**src/rtl/result_uart_tx_pkg.sv**
```systemverilog
// Shared definitions for the result UART transmitter: packet constants,
// bit-level FSM states and the packet checksum.
package result_uart_tx_pkg;

  localparam logic [7:0] PKT_HEADER = 8'hA5;
  localparam int         PKT_LEN    = 7;

  typedef enum logic [1:0] {
    ST_IDLE,
    ST_START,
    ST_DATA,
    ST_STOP
  } tx_state_t;

  // Sum of payload bytes 1..5; the header is excluded and the carry is dropped.
  function automatic logic [7:0] calc_checksum(input logic [15:0] freq,
                                               input logic [15:0] amp,
                                               input logic        pass);
    return freq[15:8] + freq[7:0] + amp[15:8] + amp[7:0] + {7'b0, pass};
  endfunction

endpackage

```
**src/rtl/uart_tx_byte.sv**
```systemverilog
// 8N1 byte serialiser: start bit, d0..d7 LSB first, stop bit, each held
// CLKS_PER_BIT cycles. A load during the final stop cycle chains the next byte.
module uart_tx_byte
  import result_uart_tx_pkg::*;
#(
  parameter int CLKS_PER_BIT = 434
) (
  input  logic       clk,
  input  logic       rst,
  input  logic       load,
  input  logic [7:0] data,
  output logic       tx,
  output logic       byte_done
);

  localparam int               CNT_W    = $clog2(CLKS_PER_BIT);
  localparam logic [CNT_W-1:0] CNT_LAST = CNT_W'(CLKS_PER_BIT - 1);

  tx_state_t        state, state_nxt;
  logic [CNT_W-1:0] baud_cnt, baud_cnt_nxt;
  logic [2:0]       bit_idx, bit_idx_nxt;
  logic [7:0]       shift, shift_nxt;
  logic             tx_nxt;
  logic             bit_end;

  assign bit_end = (baud_cnt == CNT_LAST);

  // NOTE: sequential state uses non-blocking assignments only; all next-state
  // decisions live in the always_comb below.
  always_ff @(posedge clk) begin
    if (rst) begin
      state    <= ST_IDLE;
      baud_cnt <= '0;
      bit_idx  <= '0;
      shift    <= '0;
      tx       <= 1'b1;
    end else begin
      state    <= state_nxt;
      baud_cnt <= baud_cnt_nxt;
      bit_idx  <= bit_idx_nxt;
      shift    <= shift_nxt;
      tx       <= tx_nxt;
    end
  end

  always_comb begin
    // NOTE: every signal written here gets a default first so no path infers a latch.
    state_nxt    = state;
    baud_cnt_nxt = bit_end ? '0 : baud_cnt + 1'b1;
    bit_idx_nxt  = bit_idx;
    shift_nxt    = shift;
    tx_nxt       = tx;
    byte_done    = 1'b0;

    case (state)
      ST_IDLE: begin
        baud_cnt_nxt = '0;
        if (load) begin
          state_nxt = ST_START;
          shift_nxt = data;
          tx_nxt    = 1'b0;
        end
      end
      ST_START: begin
        if (bit_end) begin
          state_nxt   = ST_DATA;
          bit_idx_nxt = 3'd0;
          tx_nxt      = shift[0];
          shift_nxt   = shift >> 1;
        end
      end
      ST_DATA: begin
        if (bit_end) begin
          if (bit_idx == 3'd7) begin
            state_nxt = ST_STOP;
            tx_nxt    = 1'b1;
          end else begin
            bit_idx_nxt = bit_idx + 3'd1;
            tx_nxt      = shift[0];
            shift_nxt   = shift >> 1;
          end
        end
      end
      ST_STOP: begin
        if (bit_end) begin
          byte_done = 1'b1;
          if (load) begin
            state_nxt = ST_START;
            shift_nxt = data;
            tx_nxt    = 1'b0;
          end else begin
            state_nxt = ST_IDLE;
          end
        end
      end
      default: state_nxt = ST_IDLE;
    endcase
  end

endmodule

```
**src/rtl/result_uart_tx.sv**
```systemverilog
// Captures one analysis result on send_req and transmits it as a 7-byte
// UART packet: header, freq hi/lo, amp hi/lo, pass flag, checksum.
module result_uart_tx
  import result_uart_tx_pkg::*;
#(
  parameter int         CLK_FREQ_HZ  = 50_000_000,
  parameter int         BAUD         = 115_200,
  parameter int         CLKS_PER_BIT = CLK_FREQ_HZ / BAUD,
  parameter logic [7:0] HEADER       = PKT_HEADER
) (
  input  logic        clk,
  input  logic        rst,
  input  logic        send_req,
  input  logic [15:0] freq_in,
  input  logic [15:0] amp_in,
  input  logic        pass_in,
  output logic        busy,
  output logic        done,
  output logic        overrun,
  output logic        tx
);

  localparam logic [2:0] LAST_IDX = 3'(PKT_LEN - 1);

  logic [15:0] freq_q, amp_q;
  logic        pass_q;
  logic [2:0]  byte_idx, next_idx;
  logic [7:0]  tx_byte, checksum;
  logic        accept, advance, load, byte_done;

  assign accept   = send_req && !busy;
  assign advance  = byte_done && (byte_idx != LAST_IDX);
  assign load     = accept || advance;
  assign next_idx = accept ? 3'd0 : byte_idx + 3'd1;
  assign checksum = calc_checksum(freq_q, amp_q, pass_q);

  // Byte 0 is a constant, so it can be loaded on the same edge that captures.
  always_comb begin
    tx_byte = HEADER;
    case (next_idx)
      3'd1:    tx_byte = freq_q[15:8];
      3'd2:    tx_byte = freq_q[7:0];
      3'd3:    tx_byte = amp_q[15:8];
      3'd4:    tx_byte = amp_q[7:0];
      3'd5:    tx_byte = {7'b0, pass_q};
      3'd6:    tx_byte = checksum;
      default: tx_byte = HEADER;
    endcase
  end

  uart_tx_byte #(
    .CLKS_PER_BIT(CLKS_PER_BIT)
  ) u_byte (
    .clk      (clk),
    .rst      (rst),
    .load     (load),
    .data     (tx_byte),
    .tx       (tx),
    .byte_done(byte_done)
  );

  // NOTE: the capture registers carry no reset; they are always written on
  // accept before any byte that reads them is loaded.
  always_ff @(posedge clk) begin
    if (accept) begin
      freq_q <= freq_in;
      amp_q  <= amp_in;
      pass_q <= pass_in;
    end
  end

  always_ff @(posedge clk) begin
    if (rst) begin
      busy     <= 1'b0;
      done     <= 1'b0;
      overrun  <= 1'b0;
      byte_idx <= '0;
    end else begin
      done    <= 1'b0;
      overrun <= send_req && busy;
      if (accept) begin
        busy     <= 1'b1;
        byte_idx <= 3'd0;
      end else if (advance) begin
        byte_idx <= byte_idx + 3'd1;
      end else if (byte_done) begin
        busy     <= 1'b0;
        done     <= 1'b1;
        byte_idx <= 3'd0;
      end
    end
  end

endmodule
```
**config.mk**
```make
export PLATFORM = sky130hd
export DESIGN_NAME = result_uart_tx
export DESIGN_NICKNAME = d
export VERILOG_FILES = /design/src/rtl/result_uart_tx_pkg.sv /design/src/rtl/uart_tx_byte.sv /design/src/rtl/result_uart_tx.sv
export SDC_FILE = /design/constraint.sdc
export NUM_CORES = 1
export LEC_CHECK = 0
export BUFFER_PORTS_ARGS = -buffer_cell sky130_fd_sc_hd__buf_4
export CAP_MARGIN = 40
export CELL_PAD_IN_SITES_DETAIL_PLACEMENT = 0
export CELL_PAD_IN_SITES_GLOBAL_PLACEMENT = 1
export CORE_MARGIN = 2
export CORE_UTILIZATION = 48
export CTS_BUF_LIST = sky130_fd_sc_hd__clkbuf_8
export DETAILED_ROUTE_END_ITERATION = 7
export GPL_TIMING_DRIVEN = 0
export MAX_ROUTING_LAYER = met4
export PLACE_DENSITY_LB_ADDON = 0.1
export SLEW_MARGIN = 20
export SYNTH_ARGS = -nofsm -noshare
export SYNTH_HDL_FRONTEND = slang
export SYNTH_HIERARCHICAL = 1
export SYNTH_SLANG_ARGS = --single-unit
```
**constraint.sdc**
```tcl
create_clock -name clk -period 4.2 [get_ports clk]
set_input_delay 1.26 -clock clk [delete_from_list [all_inputs] [get_ports clk]]
set_output_delay 1.26 -clock clk [all_outputs]
set_load 0.005 [all_outputs]
```
# Yosys cells after proc, flatten, opt, wreduce, memory -nomap -nowiden
# Cells that the tools add are included.
[op_classes]
addsub = 7
eq_ne = 19
mux = 33
n_reduce_logical = 17
[op_table]
columns = ["cell", "n"]
rows = [
  ["case mux 8 bit (6 select lines)", 1],
  ["two-way mux 8 bit", 5],
  ["case mux 8 bit (4 select lines)", 1],
  ["adder 8 bit", 3],
  ["two-way mux 3 bit", 6],
  ["== test 3 bit, second input constant", 4],
  ["two-way mux 1 bit", 12],
  ["two-way mux 2 bit", 5],
  ["adder 9 x 1 -> 9 bit, second input constant", 1],
  ["== test 9 bit, second input constant", 1],
  ["adder 8 x 1 -> 8 bit", 1],
  ["!= test 2 x 1 -> 1 bit, second input constant", 4],
  ["case mux 2 bit (4 select lines)", 1],
  ["AND reduction 4 bit", 2],
  ["adder 3 x 1 -> 3 bit, second input constant", 2],
  ["== test 3 x 2 -> 1 bit, second input constant", 2],
  ["!= test 2 bit, second input constant", 3],
  ["case mux 3 bit (2 select lines)", 1],
  ["nonzero test 2 bit", 3],
  ["OR reduction 3 bit", 2],
  ["AND reduction 5 bit", 1],
  ["== test 2 bit, second input constant", 2],
  ["case mux 1 bit (4 select lines)", 1],
  ["== test 3 x 1 -> 1 bit, second input constant", 1],
  ["9 further kinds", 11],
]
[totals]
register_bits = 62
in_bits = 36
out_inout_bits = 4

# Logic depth before layout (Yosys ltp)
# Gate-level depths: netlist (run 1).
[logic_depth]
word_depth = 8
mapped_depth = 14
ltp_nobuf = 14

# By module
# The synthesis (run 1) kept the hierarchy.
[modules_own_cells]
columns = ["mod", "instances", "cells_each", "area_each_um2"]
rows = [
  ["result_uart_tx", 1, 210, 2304.7],
  ["uart_tx_byte", 1, 126, 1234.9],
]

# Least setup slack after synthesis (run 1)
# OpenSTA, ideal clock, no wires.
[synth_timing]
path_kind = "input to register"
startpoint = "input port send_req"
endpoint = "register u_byte.shift[3]"
arrival_time_ps = 3028
required_ps = 4070
path_slack_ps = 1042
cell_stages = 6
n_path_buf = 1
cell_sequence = "nand2b_1 -> inv_1 -> clkbuf_1 -> o22ai_1 -> mux2i_1 -> a311oi_1"
[synth_between]
elab_chain_cells = 7
elab_cells_between_ends = 13
classes_between = "6 x eq/ne; 5 x mux; 2 x reduce/logical"
[synth_rtl]
columns = ["element", "line", "text"]
rows = [
  ["start: declaration", "result_uart_tx.sv:13", "input logic send_req,"],
  ["logical AND 1 bit (*)", "result_uart_tx.sv:31", "assign accept = send_req && !busy;"],
  ["net accept", "result_uart_tx.sv:29", "logic accept, advance, load, byte_done;"],
  ["two-way mux 3 bit (*)", "result_uart_tx.sv:34", "assign next_idx = accept ? 3'd0 : byte_idx + 3'd1;"],
  ["== test 3 bit (tied with other cells)", "result_uart_tx.sv:40", "case (next_idx)"],
  ["case mux 8 bit (6 select lines) (*)", "result_uart_tx.sv:40", ""],
  ["net tx_byte[3]", "result_uart_tx.sv:28", "logic [7:0] tx_byte, checksum;"],
  ["two-way mux 8 bit (*)", "uart_tx_byte.sv:58, uart_tx_byte.sv:87", ""],
  ["two-way mux 8 bit", "uart_tx_byte.sv:85", "if (bit_end) begin"],
  ["case mux 8 bit (4 select lines) (*)", "uart_tx_byte.sv:55", "case (state)"],
  ["end signal: assignment", "uart_tx_byte.sv:41", "shift <= shift_nxt;"],
  ["end: declaration", "uart_tx_byte.sv:22", "logic [7:0] shift, shift_nxt;"],
]
# Mark *: on every way through the listed nets, which the timed path passes. The rest lies on a longest branch. The select of a mux whose other input is x is not followed.
# A chain may end at the register's enable or synchronous reset.

# Final worst setup path (run 1)
[layout_timing]
startpoint = "register freq_q[9]"
endpoint = "register u_byte.shift[7]"
[layout_between]
elab_chain_cells = 8
[layout_rtl]
columns = ["element", "line", "text"]
rows = [
  ["start: declaration", "result_uart_tx.sv:25", "logic [15:0] freq_q, amp_q;"],
  ["start signal: assignment", "result_uart_tx.sv:66", "freq_q <= freq_in;"],
  ["adder 8 bit (*) (3 in series)", "result_uart_tx_pkg.sv:19", "return freq[15:8] + freq[7:0] + amp[15:8] + amp[7:0] + {7'b0, pass};"],
  ["adder 8 x 1 -> 8 bit (*)", "result_uart_tx_pkg.sv:19", ""],
  ["case mux 8 bit (6 select lines) (*)", "result_uart_tx.sv:40", ""],
  ["net tx_byte[7]", "result_uart_tx.sv:28", ""],
  ["two-way mux 8 bit (*)", "uart_tx_byte.sv:58, uart_tx_byte.sv:87", ""],
  ["two-way mux 8 bit", "uart_tx_byte.sv:85", ""],
  ["case mux 8 bit (4 select lines) (*)", "uart_tx_byte.sv:55", ""],
]
# Marked as above.

==> summary.txt, run 1 <==
Status
  • Status: completed

Yosys
  • Post-Synth Simple-Gate Area: 11.7%
  • XOR/XNOR share of the synthesized area: 4.45%
  • Syn avg cell area: 10.5 µm²
  • Compound-Gate Fraction of Synth Area: 14.4%
  • Post-synthesis cell area: 3540 µm²
  • Post-synth top flop: edfxtp_1
  • Adder-cell share of the synthesized area: 14.5%
  • Cells after synthesis: 336
  • Combinational family with the most area after synthesis: adder cells
  • Sequential share of the synthesized area: 44.4%
  • Syn nets: 404
  • Post-synth EDFFs: 33
  • Post-synth cell types: 51
  • Count of yosys warnings during synthesis: 6
  • Mux share of post-synthesis cell area: 3.39%
  • Ys async rst share: 0%
  • Register bit total from synthesis: 62

Hold path
  • Hold Path End: u_byte/baud_cnt[0]$_SDFF_PP0_
  • Hold Crit Class: reg -> reg
  • Worst Hold Depth: 1
  • Hold_sp: u_byte/baud_cnt[0]$_SDFF_PP0_

Critical path
  • R2r worst-path depth: 14
  • R2R Setup Slk: 0.93 ns
  • Kind of critical path: reg -> reg
  • Critical path arrival: 3.55 ns
  • CP Max Fanout: 3
  • RR Startpoint: freq_q[9]$_DFFE_PP_
  • Beginning of the critical path: freq_q[9]$_DFFE_PP_
  • Worst Setup End Kind: flop
  • Crit-path cells: inv_1 > fa_1 > fa_1 > inv_1 > ha_1 > inv_1 > fa_1 > nor2b_1 > o31a_1 > o22ai_1 > xnor2_1 > o211ai_1 > nand4b_1 > a21oi_1
  • Slowest CP cell: fa_1
  • Required time worst endpoint: 4.48 ns
  • Crit Reg-Reg Endpoint: u_byte/shift[7]$_SDFFE_PP0P_
  • Startpoint type of the worst setup path: flop
  • Max incr delay on CP: 0.47 ns

Floorplan
  • Initial Util: 49.1%
  • Vert. Die Dim: 89.9 µm
  • Die Wd: 89.9 µm
  • Die area: 8080 µm²
  • Row count: 31
  • Core Footprint: 7210 µm²
  • # IOs: 40

Job
  • Max cap viols: 0

Clock network
  • Postcts setup bufs: 0
  • Clock H-tree levels: 3
  • Sink Count: 62
  • Hold buffers post-CTS: 0
  • Clock root buffer: clkbuf_8
  • CTS tree: built
  • Post-cts gate resize count: 0
  • TritonCTS buffer count: 9
  • Maximum clock path buffer count: 2
  • Clk pin slew, worst setup/hold paths: 0.08 ns
  • Worst-Skew Late Latency: 0.35 ns

Global route
  • Busiest grt layer: met2
  • Largest net degree at the start of global routing: 25
  • Global Route met2 Usage: 29.9%
  • Vias in the first global route: 2638
  • GRT Residual Overflow: 0
  • Initial antenna violation count: 0
  • GR Util met3: 4.53%
  • Total track usage: 20.5%
  • GRT met1 Usage: 28.0%
  • Global-route wire length before repair: 12800 µm

Route
  • Routed Antenna Nets: 0
  • 1st-pass router iterations: 4
  • Via count: 2548
  • Via-per-instance ratio: 5.18
  • WL per Instance: 14.6 µm
  • Final Routed Wirelength: 7190 µm
  • Starting DRT DRC Count: 112
  • # DRC: 0

Timing
  • # setup viols final: 0
  • Fin. Hold Viols: 0
  • Fmax: 0.306 GHz
  • Pins Over Slew Limit: 0
  • Max_slew headroom: 53.0%
  • Clock skew: 0.0105 ns
  • RSZ-0062 raised after global routing: no
  • Total negative setup slack: 0 ns
  • Worst-Margin Slew: 0.696 ns
  • Period minus WS final: 3.27 ns
  • Period utilization: 77.9%

Finish
  • Filler cell count: 639
  • Layout Nets: 456
  • Multi-input combinational cell area: 1710 µm²
  • # diodes: 0
  • Share of layout cells above drive strength 1: 17.8%
  • Area delta synth->final: 19.0%
  • Final Util: 58.4%
  • Reg area: 1570 µm²

Power and ir drop
  • Pwr Density: 476 nW/µm²
  • Maximum vdd drop: 0.278 mV
  • Leakage power total: 0.00180 µW
  • Tot Pwr: 2010 µW

Placed design
  • Port Buffers: 39
  • Post-DP HPWL: 5330 µm
  • RD Place Congestion: 0.817
-- cells in the final DEF (no fill, tap or decap), drive strengths merged, types with 3 or more instances in the layout --
master   n
ha      17
fa      15
edfxtp  33
a21oi   23
mux2i   12
nand2   10
nand3    7
inv     52
o211ai   3
o21a     3
nor3    10
a22o     4
xor2     7
or3      3
nand4b   3
clkbuf  17
dfxtp   29
a211oi   4
and2     3
xnor2   11
nor2    21
buf     45
nand2b   3
clkinv   3
o21ai   15
o22ai    5
a311oi   9
-- per-layer routing --
layer  up-vias  part of all wire [%]
met2        53                    46
met1      1202                    48
met5         -                     0
met4         0                   2.0
met3        12                   4.2
li1       1281                     -
-- cell families (layout without fill, tap and decap cells) --
family                   Yosys count  in the layout
AO/OA/AOI/OAI                     77             77
XOR/XNOR                          18             18
adder cells (fa/ha/maj)           32             32
buffers and inverters             63            120
flip-flops                        62             62
multiplexers                      12             12
AND/OR/NAND/NOR                   72             72
-- Yosys cell counts, types with 2 or more instances --
cell type / n / area share (%)
o31ai_1: 2 / 0.42
nand3_1: 7 / 0.99
o22ai_1: 5 / 0.88
o21a_1: 3 / 0.64
clkbuf_1: 6 / 0.64
ha_1: 17 / 6.0
nand2b_1: 3 / 0.53
a211oi_1: 4 / 0.85
mux2i_1: 12 / 3.4
nor3_1: 10 / 1.4
nand4b_1: 2 / 0.49
a22o_1: 4 / 0.99
nand2_1: 10 / 1.1
buf_2: 3 / 0.42
a211o_1: 2 / 0.49
o32ai_1: 2 / 0.49
o21ai_0: 14 / 2.0
and2_1: 3 / 0.53
or3_1: 2 / 0.35
o211ai_1: 3 / 0.64
edfxtp_1: 33 / 28
xnor2_1: 11 / 2.7
a311oi_1: 9 / 2.2
fa_1: 15 / 8.5
a21oi_1: 23 / 3.3
inv_1: 50 / 5.3
and2b_2: 2 / 0.49
dfxtp_1: 29 / 16
xor2_1: 7 / 1.7
nor2_1: 21 / 2.2
or2_2: 2 / 0.35
-- critical path, delay by kind of cell, from the launching register on --
| family | cells | cell delay (ns) |
|---|---|---|
| AO/OA/AOI/OAI | 4 | 0.61 |
| XOR/XNOR | 1 | 0.13 |
| adder cells (fa/ha/maj) | 4 | 1.52 |
| buffers and inverters | 3 | 0.24 |
| flip-flops | 1 | 0.41 |
| AND/OR/NAND/NOR | 2 | 0.29 |
-- state kept, by name, indices dropped and copies added (netlist names) --
name / flops
u_byte/tx: 1
amp_q: 16
overrun: 1
u_byte/shift: 8
busy: 1
u_byte/state: 2
pass_q: 1
byte_idx: 3
done: 1
u_byte/bit_idx: 3
u_byte/baud_cnt: 9
freq_q: 16
-- metrics by stage --
stage,setup slack (ns),instances,instance area [µm²],hold WS (ns)
after floorplan,1.04,336,3540,0.429
after global placement,0.276,474,3960,0.444
after detailed placement,0.934,475,3990,0.461
after CTS,0.894,491,4210,0.474
after global routing,0.705,492,4210,0.502
final,0.928,492,4210,0.474
-- how the worst max path moves through the flow --
stage / endpoint / cells after the start
after floorplan: u_byte/shift[3]$_SDFFE_PP0P_ / 6
after global placement: u_byte/shift[3]$_SDFFE_PP0P_ / 7
after detailed placement: u_byte/shift[7]$_SDFFE_PP0P_ / 14
after CTS: u_byte/shift[7]$_SDFFE_PP0P_ / 14
after global routing: u_byte/shift[7]$_SDFFE_PP0P_ / 14
final: u_byte/shift[7]$_SDFFE_PP0P_ / 14
-- power breakdown --
part	switching, µW	leakage [µW]	internal, µW
Clock	252	0.000115	337
Combinational	356	0.00113	311
Sequential	40.0	0.000552	711
-- layout make-up --
type                       instances  area share [%]
buffer                            13            1.60
clock buffer                       9            2.94
clock inverter                     7            2.35
inverter                          50            4.46
multi-input combinational        211            40.7
sequential                        62            37.3
tap                               99            2.94
timing repair buffer              41            7.72
No activity file was read; power rests on OpenSTA's default activity.
==> inputs of run 2 (changes only) <==
--- a/config.mk
+++ b/config.mk
@@ -5,12 +5,13 @@
 export SDC_FILE = /design/constraint.sdc
 export NUM_CORES = 1
 export LEC_CHECK = 0
+export ABC_AREA = 1
 export BUFFER_PORTS_ARGS = -buffer_cell sky130_fd_sc_hd__buf_4
 export CAP_MARGIN = 40
 export CELL_PAD_IN_SITES_DETAIL_PLACEMENT = 0
 export CELL_PAD_IN_SITES_GLOBAL_PLACEMENT = 1
 export CORE_MARGIN = 2
-export CORE_UTILIZATION = 48
+export CORE_UTILIZATION = 41
 export CTS_BUF_LIST = sky130_fd_sc_hd__clkbuf_8
 export DETAILED_ROUTE_END_ITERATION = 7
 export GPL_TIMING_DRIVEN = 0
==> constraint.sdc (replaced) <==
create_clock -name clk -period 2.95 [get_ports clk]
set_input_delay 0.885 -clock clk [delete_from_list [all_inputs] [get_ports clk]]
set_output_delay 0.885 -clock clk [all_outputs]
set_load 0.005 [all_outputs]
==> summary.txt, run 2 <==
Clock network
  • TritonCTS buffer count: 9 (unchanged)
  • Clk pin slew, worst setup/hold paths: 0.08 ns (about the same)
  • Worst-Skew Late Latency: 0.35 ns (about the same)
  • Maximum clock path buffer count: 2 (unchanged)
  • Sink Count: 62 (unchanged)
  • Clock H-tree levels: 3 (unchanged)
  • CTS tree: built
  • Clock root buffer: clkbuf_8

Hold path
  • Hold Crit Class: reg -> reg
  • Hold_sp: u_byte/tx$_SDFFE_PP1P_
  • Hold Path End: u_byte/tx$_SDFFE_PP1P_
  • Worst Hold Depth: 2 (+1)

Timing
  • Period utilization: 102% (+24 points)
  • Fmax: 0.331 GHz (+8.4%)
  • Total negative setup slack: -0.136 ns (-0.136 ns)
  • # setup viols final: 2 (+2)
  • Final worst slack: -0.0693 ns (-0.997 ns)
  • Worst-Margin Slew: 0.622 ns (-0.0736 ns)
  • RSZ-0062 raised after global routing: yes
  • Pins Over Slew Limit: 0 (unchanged)
  • Clock skew: 0.00729 ns (-0.00318 ns)
  • Fin. Hold Viols: 0 (unchanged)
  • Period minus WS final: 3.02 ns (-0.253 ns)
  • Max_slew headroom: 58.4% (+5.4 points)

Critical path
  • Kind of critical path: reg -> reg
  • Startpoint type of the worst setup path: flop
  • Crit Reg-Reg Endpoint: u_byte/shift[2]$_SDFFE_PP0P_
  • Worst Setup End Kind: flop
  • R2r worst-path depth: 16 (+2)
  • RR Startpoint: amp_q[1]$_DFFE_PP_
  • Required time worst endpoint: 3.19 ns (-1.29 ns)
  • R2R Setup Slk: -0.07 ns (-1.00 ns)
  • CP Max Fanout: 2 (-1)
  • Critical path arrival: 3.26 ns (-0.29 ns)

Yosys
  • Register bit total from synthesis: 62 (unchanged)
  • Post-synth EDFFs: 33 (unchanged)
  • Combinational family with the most area after synthesis: simple AND/OR/NAND/NOR gates
  • Top post-synthesis cells by count: nand2_1 (104), inv_1 (79), nand3_1 (41), nor2_1 (40), edfxtp_1 (33)
  • Post-synthesis cell area: 3740 µm² (+5.7%)
  • Mux share of post-synthesis cell area: 1.87% (-1.5 points)
  • Post-Synth Simple-Gate Area: 25.7% (+14 points)
  • Top cells by area, synth: edfxtp_1 (26%), dfxtp_1 (16%), nand2_1 (10%)
  • XOR/XNOR share of the synthesized area: 1.14% (-3.3 points)
  • Compound-Gate Fraction of Synth Area: 5.95% (-8.4 points)
  • Post-synth cell types: 31 (-39%)
  • Cells after synthesis: 449 (+34%)
  • Area share of the largest cell type after synthesis: 26.5% (-1.5 points)
  • Syn nets: 517 (+28%)
  • Area leader, netlist: edfxtp_1
  • Adder-cell share of the synthesized area: 13.7% (-0.78 points)
  • Post-synth top flop: edfxtp_1
  • Ys async rst share: 0% (unchanged)
  • Most common cell in the synthesized netlist: nand2_1
  • Syn avg cell area: 8.33 µm² (-21%)
  • Count of yosys warnings during synthesis: 6 (unchanged)
  • Sequential share of the synthesized area: 42.0% (-2.4 points)

Floorplan
  • Initial Util: 42.5% (-6.6 points)
  • Die Wd: 99.5 µm (+11%)
  • Vert. Die Dim: 99.5 µm (+11%)
  • Die area: 9910 µm² (+23%)
  • Row count: 34 (+9.7%)
  • Core Footprint: 8810 µm² (+22%)
  • # IOs: 40 (unchanged)

Route
  • WL per Instance: 13.1 µm (-10%)
  • # DRC: 0 (unchanged)
  • Final Routed Wirelength: 8140 µm (+13%)
  • Via-per-instance ratio: 4.78 (-7.8%)
  • Starting DRT DRC Count: 92 (-18%)
  • Via count: 2966 (+16%)
  • 1st-pass router iterations: 5 (+1)
  • Routed Antenna Nets: 0 (unchanged)

Job
  • Max cap viols: 0 (unchanged)

Power and ir drop
  • Pwr Density: 687 nW/µm² (+44%)
  • Maximum vdd drop: 0.310 mV (+11%)
  • Leakage power total: 0.00209 µW (+16%)

Finish
  • Top flop regs: amp_q (16), freq_q (16), u_byte/baud_cnt (9)
  • Commonest cells after routing, fill and taps aside: nand2_1 (100), inv_1 (73), buf_4 (48), nor2_1 (38), nand3_1 (35)
  • Share of layout cells above drive strength 1: 22.8% (+5.0 points)
  • Area delta synth->final: 22.2%
  • Finished Layout Cells: 621 (+26%)
  • Filler cell count: 844 (+32%)
  • Layout Nets: 576 (+26%)
  • # diodes: 0 (unchanged)
  • Most common cell after layout, fill and taps aside: nand2_1
  • Final Util: 51.9% (-6.4 points)

Global route
  • GRT Residual Overflow: 0 (unchanged)
  • Largest net degree at the start of global routing: 21 (-16%)
  • Global-route wire length before repair: 13400 µm (+4.9%)
  • Vias in the first global route: 2795 (+6.0%)
  • Total track usage: 18.0% (-2.5 points)
  • Initial antenna violation count: 0 (unchanged)

Placed design
  • Post-DP HPWL: 5970 µm (+12%)
  • RD Place Congestion: 0.823 (+0.72%)
  • Port Buffers: 39 (unchanged)
  • Place WS: -0.167 ns (-1.10 ns)
  • Dpl cells: 597 (+26%)

Status
  • Status: complete, but fails checks
  • Failing checks: negative setup slack
-- run 2: changes by cell type in the layout (fill, tap and decap cells not counted), sizes merged, moves of 5 or more --
cell | before | now
clkbuf | 17 | 10
inv | 52 | 84
nand3 | 7 | 44
nor2 | 21 | 45
buf | 45 | 54
xnor2 | 11 | 1
a311oi | 9 | 0
mux2i | 12 | 7
nand4 | 1 | 8
nor3 | 10 | 4
o22ai | 5 | 0
nand2 | 10 | 107
-- run 2: cell type report --
cell class	instances	area [µm²]	share of cell area, %
clock inverters	7	81.3	1.78
well taps	108	135	2.95
repair buffers	49	388	8.48
multi-input cells	298	1920	42.0
inverters	82	308	6.73
plain buffers	6	47.5	1.04
flip-flops and latches	62	1570	34.4
clock buffers	9	124	2.71
-- run 2: worst max-delay path, stage by stage (launching register included) --
cell and delay (ns):
edfxtp_1 0.38, inv_2 0.05, fa_1 0.58, fa_1 0.43, inv_1 0.07, ha_2 0.18, inv_2 0.05, fa_2 0.51
inv_1 0.04, nand2_1 0.05, o21ai_1 0.07, a21oi_1 0.12, nand2_1 0.07, mux2i_1 0.13, nand3_1 0.08, nand2_1 0.06
nor2_1 0.04
-- run 2: timing repair --
action                     in CTS  in global routing
buffers inserted                5                  4
gates resized for setup        16                 15
pin swaps                      12                 15
hold buffers                    0                  0
setup endpoints to repair       5                  6
-- run 2: cell families after synthesis --
group                      after synthesis
and+or+nand+nor                        215
buffers and inverters                   89
DFF                                     62
AOI/OAI and AO/OA                       40
adders and majority gates               32
muxes                                    7
xor gates and xnor gates                 4
-- run 2: power breakdown --
| part | internal, µW | leakage (µW) | switching (µW) |
|---|---|---|---|
| Clock | 400 | 0.000100 | 382 |
| Sequential | 1030 | 0.000552 | 73.0 |
| Combinational | 565 | 0.00143 | 694 |
-- run 2: stage by stage --
step | power, µW | hold WS, ns | area [µm²]
floorplan | 2000 | 0.433 | 3740
global placement | 2250 | 0.450 | 4170
detailed placement | 2270 | 0.458 | 4210
CTS | 3110 | 0.469 | 4480
global route | 3390 | 0.507 | 4570
finish | 3140 | 0.470 | 4570
-- run 2: how the worst max path moves through the flow --
stage                              from                      endpoint
global route         amp_q[1]$_DFFE_PP_  u_byte/shift[2]$_SDFFE_PP0P_
global placement               send_req  u_byte/shift[4]$_SDFFE_PP0P_
finish               amp_q[1]$_DFFE_PP_  u_byte/shift[2]$_SDFFE_PP0P_
floorplan           freq_q[1]$_DFFE_PP_  u_byte/shift[5]$_SDFFE_PP0P_
CTS                  amp_q[1]$_DFFE_PP_  u_byte/shift[5]$_SDFFE_PP0P_
detailed placement   amp_q[1]$_DFFE_PP_  u_byte/shift[5]$_SDFFE_PP0P_
-- run 2: layer usage --
metal | part of all wire [%] | GRT usage (%) | vias to the layer above | routed length, µm
li1 | - | - | 1558 | -
met1 | 50 | 23.5 | 1348 | 4040
met2 | 45 | 27.3 | 49 | 3680
met5 | 0 | - | - | 0
met3 | 3.9 | 5.06 | 11 | 316
met4 | 1.3 | 5.80 | 0 | 105
